===== src/rtl/video_timing_gen.sv =====
// Parametrised raster timing generator: H/V counters, sync/blank decode, tile and
// line/frame strobes, frame counter and a vblank IRQ with CPU acknowledge.

module video_timing_gen_param_chk #(
  parameter int HW        = 9,
  parameter int VW        = 9,
  parameter int H_TOTAL   = 384,
  parameter int H_ACTIVE  = 256,
  parameter int HS_START  = 288,
  parameter int HS_WIDTH  = 32,
  parameter int V_TOTAL   = 264,
  parameter int V_ACTIVE  = 224,
  parameter int VS_START  = 240,
  parameter int VS_WIDTH  = 8,
  parameter int IRQ_LINE  = 224,
  parameter int TILE_LOG2 = 3
);
  if (HS_START + HS_WIDTH > H_TOTAL) begin : g_bad_hs
    $error("video_timing_gen: hsync window exceeds H_TOTAL");
  end
  if (VS_START + VS_WIDTH > V_TOTAL) begin : g_bad_vs
    $error("video_timing_gen: vsync window exceeds V_TOTAL");
  end
  if (H_ACTIVE > H_TOTAL || V_ACTIVE > V_TOTAL) begin : g_bad_active
    $error("video_timing_gen: active area larger than total");
  end
  if (H_TOTAL > (1 << HW) || V_TOTAL > (1 << VW)) begin : g_bad_width
    $error("video_timing_gen: counter width too small for totals");
  end
  if (IRQ_LINE >= V_TOTAL) begin : g_bad_irq
    $error("video_timing_gen: IRQ_LINE outside frame");
  end
  if (TILE_LOG2 < 1 || (H_TOTAL % (1 << TILE_LOG2)) != 0) begin : g_bad_tile
    $error("video_timing_gen: H_TOTAL must be a multiple of the tile width");
  end
endmodule

module video_timing_gen #(
  parameter int HW        = 9,
  parameter int VW        = 9,
  parameter int H_TOTAL   = 384,
  parameter int H_ACTIVE  = 256,
  parameter int HS_START  = 288,
  parameter int HS_WIDTH  = 32,
  parameter int V_TOTAL   = 264,
  parameter int V_ACTIVE  = 224,
  parameter int VS_START  = 240,
  parameter int VS_WIDTH  = 8,
  parameter int IRQ_LINE  = 224,
  parameter int TILE_LOG2 = 3,
  parameter int FW        = 8,
  parameter int SYNC_POL  = 0
) (
  input  logic          clk,
  input  logic          rst_n,
  input  logic          pix_ce,
  input  logic          irq_ack,
  output logic [HW-1:0] hcnt,
  output logic [VW-1:0] vcnt,
  output logic          hsync,
  output logic          vsync,
  output logic          csync,
  output logic          hblank,
  output logic          vblank,
  output logic          blank,
  output logic          tile_load,
  output logic          line_start,
  output logic          frame_start,
  output logic [FW-1:0] frame_cnt,
  output logic          irq_n
);

  localparam logic [HW-1:0] H_LAST = HW'(H_TOTAL - 1);
  localparam logic [VW-1:0] V_LAST = VW'(V_TOTAL - 1);
  localparam logic [VW-1:0] IRQ_V  = VW'(IRQ_LINE);
  // One extra bit so window ends equal to 2^HW / 2^VW stay representable.
  localparam logic [HW:0]   H_ACT  = (HW+1)'(H_ACTIVE);
  localparam logic [HW:0]   HS_LO  = (HW+1)'(HS_START);
  localparam logic [HW:0]   HS_HI  = (HW+1)'(HS_START + HS_WIDTH);
  localparam logic [VW:0]   V_ACT  = (VW+1)'(V_ACTIVE);
  localparam logic [VW:0]   VS_LO  = (VW+1)'(VS_START);
  localparam logic [VW:0]   VS_HI  = (VW+1)'(VS_START + VS_WIDTH);
  localparam logic          SYNC_ACT = (SYNC_POL != 0);

  video_timing_gen_param_chk #(
    .HW(HW), .VW(VW), .H_TOTAL(H_TOTAL), .H_ACTIVE(H_ACTIVE),
    .HS_START(HS_START), .HS_WIDTH(HS_WIDTH), .V_TOTAL(V_TOTAL),
    .V_ACTIVE(V_ACTIVE), .VS_START(VS_START), .VS_WIDTH(VS_WIDTH),
    .IRQ_LINE(IRQ_LINE), .TILE_LOG2(TILE_LOG2)
  ) u_param_chk ();

  logic [HW-1:0] hcnt_q, hcnt_d;
  logic [VW-1:0] vcnt_q, vcnt_d;
  logic [FW-1:0] frame_cnt_q, frame_cnt_d;
  logic          hsync_q, hsync_d;
  logic          vsync_q, vsync_d;
  logic          csync_q, csync_d;
  logic          hblank_q, hblank_d;
  logic          vblank_q, vblank_d;
  logic          tile_load_q, tile_load_d;
  logic          line_start_q, line_start_d;
  logic          frame_start_q, frame_start_d;
  logic          irq_n_q, irq_n_d;
  logic          hs_on_s, vs_on_s, irq_set_s;

  always_comb begin
    hcnt_d      = hcnt_q;
    vcnt_d      = vcnt_q;
    frame_cnt_d = frame_cnt_q;
    if (pix_ce) begin
      if (hcnt_q == H_LAST) begin
        hcnt_d = '0;
        if (vcnt_q == V_LAST) begin
          vcnt_d      = '0;
          frame_cnt_d = frame_cnt_q + FW'(1);
        end else begin
          vcnt_d = vcnt_q + VW'(1);
        end
      end else begin
        hcnt_d = hcnt_q + HW'(1);
      end
    end else begin
      hcnt_d = hcnt_q;
    end
  end

  // Outputs are decoded from the next counter values so they line up with hcnt/vcnt.
  always_comb begin
    hs_on_s       = ({1'b0, hcnt_d} >= HS_LO) && ({1'b0, hcnt_d} < HS_HI);
    vs_on_s       = ({1'b0, vcnt_d} >= VS_LO) && ({1'b0, vcnt_d} < VS_HI);
    hsync_d       = hsync_q;
    vsync_d       = vsync_q;
    csync_d       = csync_q;
    hblank_d      = hblank_q;
    vblank_d      = vblank_q;
    tile_load_d   = 1'b0;
    line_start_d  = 1'b0;
    frame_start_d = 1'b0;
    irq_set_s     = 1'b0;
    if (pix_ce) begin
      hsync_d       = hs_on_s ? SYNC_ACT : ~SYNC_ACT;
      vsync_d       = vs_on_s ? SYNC_ACT : ~SYNC_ACT;
      csync_d       = (hs_on_s || vs_on_s) ? SYNC_ACT : ~SYNC_ACT;
      hblank_d      = ({1'b0, hcnt_d} >= H_ACT);
      vblank_d      = ({1'b0, vcnt_d} >= V_ACT);
      tile_load_d   = &hcnt_d[TILE_LOG2-1:0];
      line_start_d  = (hcnt_d == '0);
      frame_start_d = (hcnt_d == '0) && (vcnt_d == '0);
      irq_set_s     = (hcnt_d == '0) && (vcnt_d == IRQ_V);
    end else begin
      irq_set_s = 1'b0;
    end
  end

  // A new IRQ beats an acknowledge arriving on the same edge.
  always_comb begin
    irq_n_d = irq_n_q;
    if (irq_set_s) begin
      irq_n_d = 1'b0;
    end else if (irq_ack) begin
      irq_n_d = 1'b1;
    end else begin
      irq_n_d = irq_n_q;
    end
  end

  always_ff @(posedge clk) begin
    if (!rst_n) begin
      hcnt_q        <= '0;
      vcnt_q        <= '0;
      frame_cnt_q   <= '0;
      hsync_q       <= ~SYNC_ACT;
      vsync_q       <= ~SYNC_ACT;
      csync_q       <= ~SYNC_ACT;
      hblank_q      <= 1'b0;
      vblank_q      <= 1'b0;
      tile_load_q   <= 1'b0;
      line_start_q  <= 1'b0;
      frame_start_q <= 1'b0;
      irq_n_q       <= 1'b1;
    end else begin
      hcnt_q        <= hcnt_d;
      vcnt_q        <= vcnt_d;
      frame_cnt_q   <= frame_cnt_d;
      hsync_q       <= hsync_d;
      vsync_q       <= vsync_d;
      csync_q       <= csync_d;
      hblank_q      <= hblank_d;
      vblank_q      <= vblank_d;
      tile_load_q   <= tile_load_d;
      line_start_q  <= line_start_d;
      frame_start_q <= frame_start_d;
      irq_n_q       <= irq_n_d;
    end
  end

  assign hcnt        = hcnt_q;
  assign vcnt        = vcnt_q;
  assign frame_cnt   = frame_cnt_q;
  assign hsync       = hsync_q;
  assign vsync       = vsync_q;
  assign csync       = csync_q;
  assign hblank      = hblank_q;
  assign vblank      = vblank_q;
  assign blank       = hblank_q | vblank_q;
  assign tile_load   = tile_load_q;
  assign line_start  = line_start_q;
  assign frame_start = frame_start_q;
  assign irq_n       = irq_n_q;

endmodule


===== config.mk =====
export PLATFORM = sky130hd
export DESIGN_NAME = video_timing_gen
export DESIGN_NICKNAME = d
export VERILOG_FILES = /design/src/rtl/video_timing_gen.sv
export SDC_FILE = /design/constraint.sdc
export NUM_CORES = 1
export LEC_CHECK = 0
export CORE_MARGIN = 5
export CORE_UTILIZATION = 56
export CTS_CLUSTER_DIAMETER = 40
export DETAILED_ROUTE_END_ITERATION = 10
export DONT_BUFFER_PORTS = 1
export GPL_TIMING_DRIVEN = 0
export PLACE_DENSITY = 0.73
export SETUP_SLACK_MARGIN = 0.05
export SLEW_MARGIN = 30
export SYNTH_ARGS = -nofsm -noshare
export SYNTH_HDL_FRONTEND = slang
export SYNTH_SLANG_ARGS = --single-unit
export TNS_END_PERCENT = 30

===== constraint.sdc =====
create_clock -name clk -period 2.1 [get_ports clk]
set_input_delay 0 -clock clk [delete_from_list [all_inputs] [get_ports clk]]
set_output_delay 0 -clock clk [all_outputs]
set_load 0.05 [all_outputs]

# After elaboration in Yosys (flattened, before gate mapping)
# Cells that the tools add are included.
# op_classes
eq_ne	3
n_mux	11
reduce_logical	11
add_sub_neg	3
bitwise	1
order_cmp	6
# op_table
cell	n
$mux W9	5
$add A9 B1 Y9 const B	2
$eq A9 B9 Y1 const B	2
$ge A9 B8 Y1 const B	2
$ge A9 B9 Y1 const B	2
$logic_not A9 Y1	2
$eq A9 B8 Y1 const B	1
$lt A9 B8 Y1 const B	1
$lt A9 B9 Y1 const B	1
$add A8 B1 Y8 const B	1
$mux W1	6
$reduce_and A3 Y1	2
$logic_and A1 B1 Y1	4
$reduce_and A2 Y1	1
$reduce_bool A2 Y1	1
$logic_or A1 B1 Y1	1
$or A1 B1 Y1	1
# word_totals
register_bits	35
out_inout_bits	36
wordCells	47
input_bits	4

# Logic depth before layout (Yosys ltp)
# Gate-level depths: netlist of the first run.
# depth
depth_word	8
depth_mapped	9
depth_no_buf	7

# Least setup slack after synthesis of the first run
# Ideal clock, no wire load.
# synth_path
path_type	register -> register
startpoint	register hcnt_q[0], in the netlist hcnt[0]
endpoint	register frame_start_q, in the netlist frame_start
path_slack_ns	-0.365
setup_time_ns	0.116
arrival_time_ns	2.349
path_buffers	1
stages_incl_launch_ff	9
required_ns	1.984
cell_sequence	dfxtp_1 > ha_1 > buf_4 > and2_4 > nand3_4 > or4_4 > a31oi_1 > nor4_2 > and4_1
# synth_between
elab_chain_len	5
word_cells_on_any_way	9
# synth_lines
item	line	rtl
from (decl)	92	logic [HW-1:0] hcnt_q, hcnt_d;
from (signal assigned)	182	hcnt_q <= hcnt_d;
$add A9 B1 Y9 / $eq A9 B9 Y1 (equally long branches)	120, 111	
$mux W9	111	if (hcnt_q == H_LAST) begin
$mux W9	110	if (pix_ce) begin
$logic_not A9 Y1	148	frame_start_d = (hcnt_d == '0) && (vcnt_d == '0);
$logic_and A1 B1 Y1 *	148	
to (signal assigned)	192	frame_start_q <= frame_start_d;
to (decl)	102	logic frame_start_q, frame_start_d;
# Every way passes the cells marked *; elsewhere a longest branch is shown, timed or not.
# A chain may end at the register's enable or synchronous reset.

# Worst setup path after layout of the first run
# layout_path
startpoint	register hcnt_q[2], in the netlist hcnt[2]
endpoint	register frame_start_q, in the netlist frame_start
# Same word-level chain as after synthesis.

==> results of run 1 <==
stage by stage:
| step | instances | setup slack, ns | setup TNS [ns] | cell area, um^2 | power [uW] |
|---|---|---|---|---|---|
| after floorplan | 211 | 0.0710 | 0 | 1880 | 779 |
| after global placement | 255 | -0.270 | -1.11 | 1940 | 793 |
| after detailed placement | 255 | -0.272 | -1.33 | 1940 | 796 |
| after CTS | 279 | -0.0675 | -0.264 | 2200 | 1240 |
| after global routing | 283 | -0.279 | -1.61 | 2340 | 1290 |
| final | 283 | -0.144 | -0.706 | 2340 | 1240 |
Yosys cell counts, types with 2 or more instances:
cell type  instances
o21ai_1            2
buf_2              2
xor2_1             7
o22ai_1            2
o31ai_1            2
and3_1             3
nand3b_1           2
buf_6              5
a22oi_1            2
and2_1             2
and4_1             4
nand3_1           13
dfxtp_1           35
xnor2_1            8
inv_1              3
a21oi_1           10
o21ai_0            4
nor3_1             4
nor4_2             3
nor2_1            34
clkbuf_1           2
mux2i_1            4
ha_1               3
nand2_1           13
a31oi_1            3
nand4_1            6
nor4_1             4
flip-flops by register name, summed over array words and instances, names as in the netlist:
name / cells
hblank: 1
frame_cnt: 8
vsync: 1
hsync: 1
frame_start: 1
tile_load: 1
irq_n: 1
line_start: 1
hcnt: 9
vcnt: 9
csync: 1
vblank: 1
path summary, 6_finish.rpt:
| path | from | endpoint | slack (ns) | cells after the start |
|---|---|---|---|---|
| worst max register to register | hcnt[2] | frame_start | -0.14 | 7 |
| worst max-delay path | hcnt[2] | frame_start | -0.14 | 7 |
| worst min-delay path | pix_ce | hblank | 0.11 | 3 |
| worst min register to register | vcnt[1] | vcnt[1] | 0.59 | 2 |
cell families (layout without fill, tap and decap cells):
logic type	after synthesis	count (layout)
adder cells (fa/ha/maj)	3	3
flip-flops	35	35
AO/OA/AOI/OAI	37	37
AND/OR/NAND/NOR	102	102
XOR/XNOR	15	15
buffers and inverters	14	42
multiplexers	5	5
power by group through the flow:
stage / sequential (uW) / clock, uW / combinational [uW]
after floorplan: 727 / 0 / 51.9
after global placement: 730 / 0 / 62.9
after detailed placement: 731 / 0 / 65.0
after CTS: 706 / 458 / 73.9
after global routing: 709 / 497 / 84.7
final: 706 / 455 / 78.1
final cells by class:
type,count,area (um^2)
inverters,4,15.0
clock buffers,6,62.6
clock inverters,2,13.8
well taps,44,55.1
repair buffers,21,159
flip-flops and latches,35,749
fillers,228,761
plain buffers,9,77.6
multi-input cells,162,1210
cells in the final DEF (no fill, tap or decap), types with 2 or more instances in the layout:
cell,instances
nor2_1,33
dfxtp_1,18
buf_4,18
nand2_1,13
nand3_1,13
dfxtp_4,11
a21oi_1,8
xnor2_1,8
nand4_1,6
xor2_1,6
dfxtp_2,6
nor4_4,5
clkbuf_4,5
buf_6,4
nor3_1,3
o21ai_0,3
and3_1,3
inv_1,3
and4_1,3
mux2i_1,3
clkbuf_1,2
buf_2,2
and2_4,2
nand3b_1,2
and2_1,2
a21oi_2,2
o22ai_1,2
a22oi_1,2
o21ai_1,2
a31oi_1,2
ha_4,2
dlygate4sd3_1,2
repair_timing:
item	in CTS	in global routing
gates resized for setup	22	18
buffers inserted	15	4
endpoints found under the setup margin	10	12
hold endpoints to repair	12	0
hold buffers	2	0
pin swaps	11	5
layer usage:
metal	wire [um]	GRT usage [%]	vias to the layer above	share of wire [%]
met1	1990	24.6	869	37
li1	-	-	827	-
met5	0	0	-	0
met3	359	7.15	23	6.7
met4	144	12.2	0	2.7
met2	2840	42.7	78	53
tightest hold or removal path, stage by stage:
cell and delay [ns]:
buf_2 0.18, buf_6 0.17, a211oi_1 0.07
==> impl_metrics.csv, run 1 <==
group,metric,value,unit
floorplanning,core-area,3100,um^2
sta,post-route-min-period,2.24,ns
clock_network,cts.sinks,35,
logic_synthesis,synth_edf_count,0,
sta,max_freq,446,MHz
logic_synthesis,synth.avg_cell_area,8.69,um^2
power_and_ir_drop,p_seq_share,57.0,%
power_and_ir_drop,clkPwrFrac,36.7,%
drt,via_count,1797,
drt,drtAntennaViolNets,0,
global_route,grtUsageTotal,23.7,%
logic_synthesis,ys_warn_count,0,
sta,setup_viol,6,
clock_network,h-tree-depth,2,
power_and_ir_drop,pwr-share-comb,6.3,%
power_and_ir_drop,powerDensity,529,nW/um^2
clock_network,clk_latency,0.36,ns
global_route,grt_pass1_wl,7.98,mm
clock_network,cts_buffer_depth,2,
power_and_ir_drop,netSwitchingFraction,27.9,%
worst_setup_path,worstPathRequired,2.41,ns
clock_network,clockRootBuffer,"clkbuf_4",
floorplanning,dieHeight,67.2,um
logic_synthesis,synth_top_cell_by_area,"dfxtp_1",
sta,max_slew_margin,55.7,%
sta,period_share,107,%
floorplanning,rows,20,
global_route,grt_max_degree,13,
clock_network,cts_tree,"built",
sta,fin_skew,0.0112,ns
global_route,grt_overflow,0,
drt,drtIter0Drc,161,
drt,drc,0,
drt,drt_pass1_iterations,5,
worst_setup_path,cp-start-kind,"register",
logic_synthesis,synth_top_family_by_area,"simple AND/OR/NAND/NOR gates",
floorplanning,ios,40,
logic_synthesis,synth_xor_area_share,7.17,%
hold_path,hold_path.class,"in2reg",
worst_setup_path,critPathKind,"reg2reg",
worst_setup_path,cp_slowest_cell,"dfxtp_2",
worst_setup_path,critPathArrivalTime,2.55,ns
clock_network,clk_pin_slew,0.12,ns
logic_synthesis,ys_types,56,
sta,fin_ws,-0.144,ns
logic_synthesis,synth-async-reset-ratio,0,%
power_and_ir_drop,total_leakage_power,0.000846,uW
flow_run,maxCapViolCount,0,
global_route,antenna_found_initial,0,
worst_setup_path,path_delay_family,"simple AND/OR/NAND/NOR gates",
logic_synthesis,synth-seq-cells,35,
drt,wl_per_cell,18.8,um
logic_synthesis,synthMuxAreaShare,2.80,%
worst_setup_path,crit_chain,"and4_4 -> buf_6 -> and3_4 -> mux2i_4 -> nand4_1 -> nor4_4 -> and4_1",
sta,hold_viol_final,0,
logic_synthesis,synth_area_leaders,"dfxtp_1 (38%), nor2_1 (7.0%), xnor2_1 (3.8%)",
logic_synthesis,synth-seq-area-share,38.2,%
status,violations,"negative setup slack",
final_layout,fin_util,75.5,%
logic_synthesis,syn_nets,218,
clock_network,cts_buffers,5,
logic_synthesis,syn_inst,211,
drt,wirelength,5.33,mm
power_and_ir_drop,p_int,894,uW
sta,worst_pin_slew,0.663,ns
logic_synthesis,ys.flop_type,"dfxtp_1",
logic_synthesis,synth_top_area_share,38.2,%
global_route,grt_pass1_vias,1739,
worst_setup_path,path_buf_inv,1,
final_layout,drive_gt1_share,33.9,%
placed_design,gp_congestion,0.877,
logic_synthesis,synth_fa_ha_area_share,2.05,%
floorplanning,die_w,67.2,um
final_layout,synthToLayoutAreaGrowth,27.8,%
logic_synthesis,syn-cell-area,1830,um^2
power_and_ir_drop,power_switching,346,uW
worst_setup_path,critPathMaxFanout,4,
placed_design,port-buffer-count,0,
logic_synthesis,yosys.area_share.simple,31.1,%
placed_design,dp_hpwl,3.30,mm
worst_setup_path,slowest_delay,0.53,ns
floorplanning,dieArea,4520,um^2
power_and_ir_drop,peakVddDrop,368,uV
floorplanning,start_util,59.1,%
final_layout,layout.nets,245,
logic_synthesis,synth_compound_area_share,13.4,%
worst_setup_path,critPathCaptureType,"register",
final_layout,diodes,0,
sta,drv_slew,0,
drt,vias_per_cell,6.35,
sta,rsz0062_at_grt,"yes",
status,status,"complete, but fails checks",
sta,hold_slack,0.112,ns
(Power assumes the default switching activity.)
==> run 2, diff against run 1 <==
--- a/config.mk
+++ b/config.mk
@@ -6,4 +6,5 @@
 export NUM_CORES = 1
 export LEC_CHECK = 0
+export CORE_ASPECT_RATIO = 0.9
 export CORE_MARGIN = 5
 export CORE_UTILIZATION = 56
==> constraint.sdc (replaced) <==
create_clock -name clk -period 2.1 [get_ports clk]
set_input_delay 0 -clock clk [delete_from_list [all_inputs] [get_ports clk]]
set_output_delay 0 -clock clk [all_outputs]
set_load 0.005 [all_outputs]
==> impl_metrics.csv, run 2 (synthesis gave the netlist of run 1 again) <==
group,metric,value,unit
clock_network,h-tree-depth,2,
sta,hold_slack,0.112,ns
drt,drc,0,
placed_design,placed_area,1890,um^2
sta,post-route-min-period,2.11,ns
final_layout,layout.nets,252,
power_and_ir_drop,netSwitchingFraction,24.7,%
final_layout,seqCellArea,732,um^2
final_layout,diodes,0,
final_layout,synthToLayoutAreaGrowth,28.4,%
hold_path,hold_path.class,"in2reg",
sta,fin_skew,0.0205,ns
worst_setup_path,critPathArrivalTime,2.40,ns
sta,max_freq,474,MHz
floorplanning,dieHeight,64.3,um
drt,via_count,1844,
worst_setup_path,worstPathRequired,2.39,ns
clock_network,cts.sinks,35,
drt,drt_pass1_iterations,5,
global_route,grt_max_degree,11,
placed_design,dp_slack,-0.262,ns
clock_network,cts_buffer_depth,2,
sta,worst_pin_slew,0.576,ns
drt,wl_per_cell,18.5,um
status,status,"complete, but fails checks",
status,violations,"negative setup slack",
final_layout,drive_gt1_share,31.3,%
global_route,grt_pass1_vias,1660,
global_route,grtUsageTotal,21.9,%
final_layout,fill_cells,215,
power_and_ir_drop,power_switching,273,uW
global_route,grt_pass1_wl,7.99,mm
power_and_ir_drop,p_int,832,uW
global_route,antenna_found_initial,0,
final_layout,design_area,2350,um^2
worst_setup_path,critPathCaptureType,"register",
power_and_ir_drop,peakVddDrop,350,uV
final_layout,multiInputGateArea,1190,um^2
sta,period_share,100,%
sta,rsz0062_at_grt,"yes",
floorplanning,core-area,3090,um^2
power_and_ir_drop,pwr-share-comb,7.0,%
placed_design,gp_congestion,0.840,
clock_network,clockRootBuffer,"clkbuf_4",
drt,vias_per_cell,6.40,
floorplanning,dieArea,4520,um^2
sta,drv_slew,0,
global_route,grt_overflow,0,
final_layout,layout_common_cells,"nor2_1 (33), dfxtp_1 (22), buf_4 (19)",
power_and_ir_drop,total_leakage_power,0.000862,uW
sta,fin_ws,-0.00957,ns
floorplanning,die_w,70.3,um
worst_setup_path,cp-start-kind,"register",
power_and_ir_drop,clkPwrFrac,31.4,%
flow_run,maxCapViolCount,0,
drt,wirelength,5.33,mm
clock_network,clk_latency,0.34,ns
clock_network,cts_tree,"built",
floorplanning,start_util,59.3,%
floorplanning,rows,19,
sta,setup_viol,1,
placed_design,port-buffer-count,0,
worst_setup_path,critPathKind,"reg2reg",
clock_network,cts_buffers,5,
sta,hold_viol_final,0,
floorplanning,ios,40,
sta,max_slew_margin,61.6,%
drt,drtAntennaViolNets,0,
placed_design,dp_hpwl,3.24,mm
clock_network,clk_pin_slew,0.11,ns
worst_setup_path,critPathMaxFanout,7,
power_and_ir_drop,powerDensity,470,nW/um^2
drt,drtIter0Drc,264,
final_layout,final_common_cell,"nor2_1",
power_and_ir_drop,p_seq_share,61.6,%
[run 2: cell count changes in the layout (fill, tap and decap cells not counted), sizes merged]
cell,previous run,this run
dlymetal6s4s,0,1
buf,26,29
clkbuf,8,9
clkinv,3,2
dlygate4sd3,2,5
[run 2: path summary, 6_finish.rpt]
check             startpoint          end  slack (ns)  cells after the start
setup / recovery     hcnt[3]  frame_start       -0.01                      9
setup reg to reg     hcnt[3]  frame_start       -0.01                      9
hold reg to reg      vcnt[1]      vcnt[1]        0.52                      2
hold / removal        pix_ce       hblank        0.11                      3
[run 2: metal layers]
metal	global-route usage, %	vias to the layer above	wire length [um]	part of all wire (%)
met5	0	-	0	0
met4	7.42	0	136	2.6
met3	8.31	18	608	11
met2	34.9	111	2450	46
met1	27.2	874	2140	40
li1	-	841	-	-
[run 2: worst max-delay path, stage by stage, from the launching register on]
cell and delay [ns]:
dfxtp_2 0.36, buf_6 0.11, and4_1 0.19, buf_6 0.13
nand3_4 0.11, buf_8 0.17, o41ai_2 0.21, o211ai_1 0.21
nor4_4 0.35, and4_1 0.22
[run 2: layout make-up]
class                           count  share of cell area (%)
Buffer                              9                    3.30
Clock buffer                        7                    1.91
Clock inverter                      1                   0.213
Inverter                            4                   0.638
Multi-Input combinational cell    162                    50.8
Sequential cell                    35                    31.1
Tap cell                           42                    2.23
Timing Repair Buffer               28                    9.84
[run 2: repair_timing]
item	in CTS	in global routing
hold buffers	5	1
gates resized for setup	26	24
hold endpoints to repair	12	1
endpoints found under the setup margin	8	10
buffers inserted	11	11
pin swaps	9	14
[run 2: per-stage QoR]
stage	std cells	utilization, %	power, uW	setup TNS, ns
after floorplan	211	-	742	0
after global placement	253	61.1	755	-0.537
after detailed placement	253	61.1	758	-0.969
after CTS	277	70.1	1110	0
after global routing	288	76.2	1170	-0.527
final	288	76.2	1110	-0.00957
[run 2: power groups by stage]
stage	registers, uW	clock network (uW)	logic [uW]
finish	681	347	77.4
CTS	685	351	71.3
global placement	701	0	54.2
floorplan	698	0	44.4
global route	683	400	83.5
detailed placement	702	0	56.0
==> run 3, diff against run 2 <==
- CTS_BUF_LIST: not set -> sky130_fd_sc_hd__clkbuf_16
==> impl_metrics.csv, run 3 (synthesis gave the netlist of run 1 again) <==
group,metric,value,unit
clock_network,clk_pin_slew,0.05,ns
clock_network,cts_tree,"built",
final_layout,finalNonFillerCells,283,
clock_network,clk_latency,0.28,ns
sta,fin_ws,-0.0244,ns
sta,hold_viol_final,0,
final_layout,layout_common_cells,"nor2_1 (34), dfxtp_1 (23), buf_4 (14)",
flow_run,maxCapViolCount,0,
power_and_ir_drop,power_switching,326,uW
placed_design,dp_slack,-0.262,ns
worst_setup_path,cp-start-kind,"register",
worst_setup_path,critPathKind,"reg2reg",
floorplanning,rows,19,
hold_path,hold_path.class,"in2reg",
clock_network,cts.sinks,35,
drt,drc,0,
drt,via_count,1844,
floorplanning,die_w,70.3,um
final_layout,design_area,2440,um^2
sta,worst_pin_slew,0.557,ns
final_layout,diodes,0,
power_and_ir_drop,netSwitchingFraction,22.3,%
sta,max_freq,471,MHz
sta,max_slew_margin,62.9,%
drt,vias_per_cell,6.52,
floorplanning,core-area,3090,um^2
power_and_ir_drop,pwr-share-comb,5.6,%
floorplanning,ios,40,
worst_setup_path,critPathCaptureType,"register",
floorplanning,start_util,59.3,%
worst_setup_path,critPathArrivalTime,2.28,ns
final_layout,synthToLayoutAreaGrowth,33.3,%
global_route,grt_pass1_vias,1656,
floorplanning,dieArea,4520,um^2
status,violations,"negative setup slack",
sta,fin_skew,0.00607,ns
floorplanning,dieHeight,64.3,um
sta,setup_viol,2,
worst_setup_path,crit_chain,"buf_6 -> and4_1 -> buf_6 -> nand3_4 -> buf_4 -> o31ai_4 -> nand3_1 -> nor4_4 -> a22oi_1",
global_route,grt_pass1_wl,8.25,mm
placed_design,dp_hpwl,3.24,mm
clock_network,cts_buffer_depth,2,
power_and_ir_drop,p_int,1130,uW
final_layout,drive_gt1_share,30.3,%
final_layout,layout.nets,247,
placed_design,placed_area,1890,um^2
drt,wirelength,5.63,mm
worst_setup_path,cp_slowest_cell,"dfxtp_2",
power_and_ir_drop,clkPwrFrac,47.6,%
sta,rsz0062_at_grt,"yes",
placed_design,gp_congestion,0.840,
final_layout,fill_cells,204,
sta,post-route-min-period,2.12,ns
sta,fin_setup_tns,-0.0283,ns
sta,drv_slew,0,
global_route,antenna_found_initial,0,
clock_network,h-tree-depth,2,
power_and_ir_drop,powerDensity,597,nW/um^2
worst_setup_path,critPathMaxFanout,6,
drt,wl_per_cell,19.9,um
drt,drtIter0Drc,156,
power_and_ir_drop,total_leakage_power,0.000906,uW
worst_setup_path,worstPathRequired,2.26,ns
placed_design,dp_cells,253,
clock_network,clockRootBuffer,"clkbuf_16",
worst_setup_path,slowest_delay,0.35,ns
drt,drtAntennaViolNets,0,
drt,drt_pass1_iterations,6,
power_and_ir_drop,peakVddDrop,494,uV
global_route,grt_max_degree,11,
sta,period_share,101,%
global_route,grtUsageTotal,23.0,%
placed_design,port-buffer-count,0,
clock_network,cts_buffers,5,
final_layout,final_common_cell,"nor2_1",
power_and_ir_drop,p_seq_share,46.8,%
global_route,grt_overflow,0,
status,status,"complete, but fails checks",
worst_setup_path,cp_common_cell,"buf_6",
## run 3: metrics by stage
step                hold WS, ns  total power (uW)  util (%)
floorplan                 0.100               742         -
global placement          0.104               755      61.1
finish                   0.0280              1460      79.1
detailed placement        0.107               758      61.1
global route             0.0570              1520      79.1
CTS                       0.160              1460      72.8
## run 3: power groups by stage
| stage | combinational [uW] | clock [uW] | sequential (uW) |
|---|---|---|---|
| floorplan | 44.4 | 0 | 698 |
| global placement | 54.2 | 0 | 701 |
| detailed placement | 56.0 | 0 | 702 |
| CTS | 71.4 | 701 | 686 |
| global route | 90.3 | 741 | 685 |
| finish | 82.1 | 694 | 684 |
## run 3: path summary, 6_finish.rpt
check                             start      end  slack [ns]  cells after the start
worst max-delay path            hcnt[3]    vsync       -0.02                      9
worst min-delay path              rst_n  hcnt[3]        0.03                      2
worst max register to register  hcnt[3]    vsync       -0.02                      9
worst min register to register    csync    csync        0.51                      2
## run 3: what timing repair did
action | CTS | global route
resized for setup | 26 | 28
hold buffers | 5 | 0
gates cloned | 0 | 0
setup endpoints to repair | 7 | 9
endpoints found under the hold margin | 9 | 0
setup buffers | 10 | 8
pin swaps | 8 | 13
## run 3: critical path, delay by kind of cell, from the launching register on
| family | cells | cell delay [ns] |
|---|---|---|
| simple gates | 4 | 0.82 |
| buf+inv | 3 | 0.41 |
| flops | 1 | 0.35 |
| compound gates | 2 | 0.43 |
## run 3: final cells by class
class	count	area, um^2	area share, %
multi-input combinational	162	1240	50.8
timing repair buffer	23	189	7.73
sequential	35	728	29.8
tap	42	52.6	2.15
clock inverter	3	12.5	0.512
inverter	4	15.0	0.614
buffer	9	80.1	3.28
clock buffer	5	125	5.12
## run 3: per-layer routing
metal / wire [um] / vias up / part of all wire (%) / global-route usage (%)
met5: 0 / - / 0 / 0
met4: 185 / 0 / 3.3 / 7.89
met3: 655 / 31 / 12 / 9.56
met2: 2610 / 126 / 46 / 36.7
met1: 2180 / 863 / 39 / 28.0
li1: - / 824 / - / -
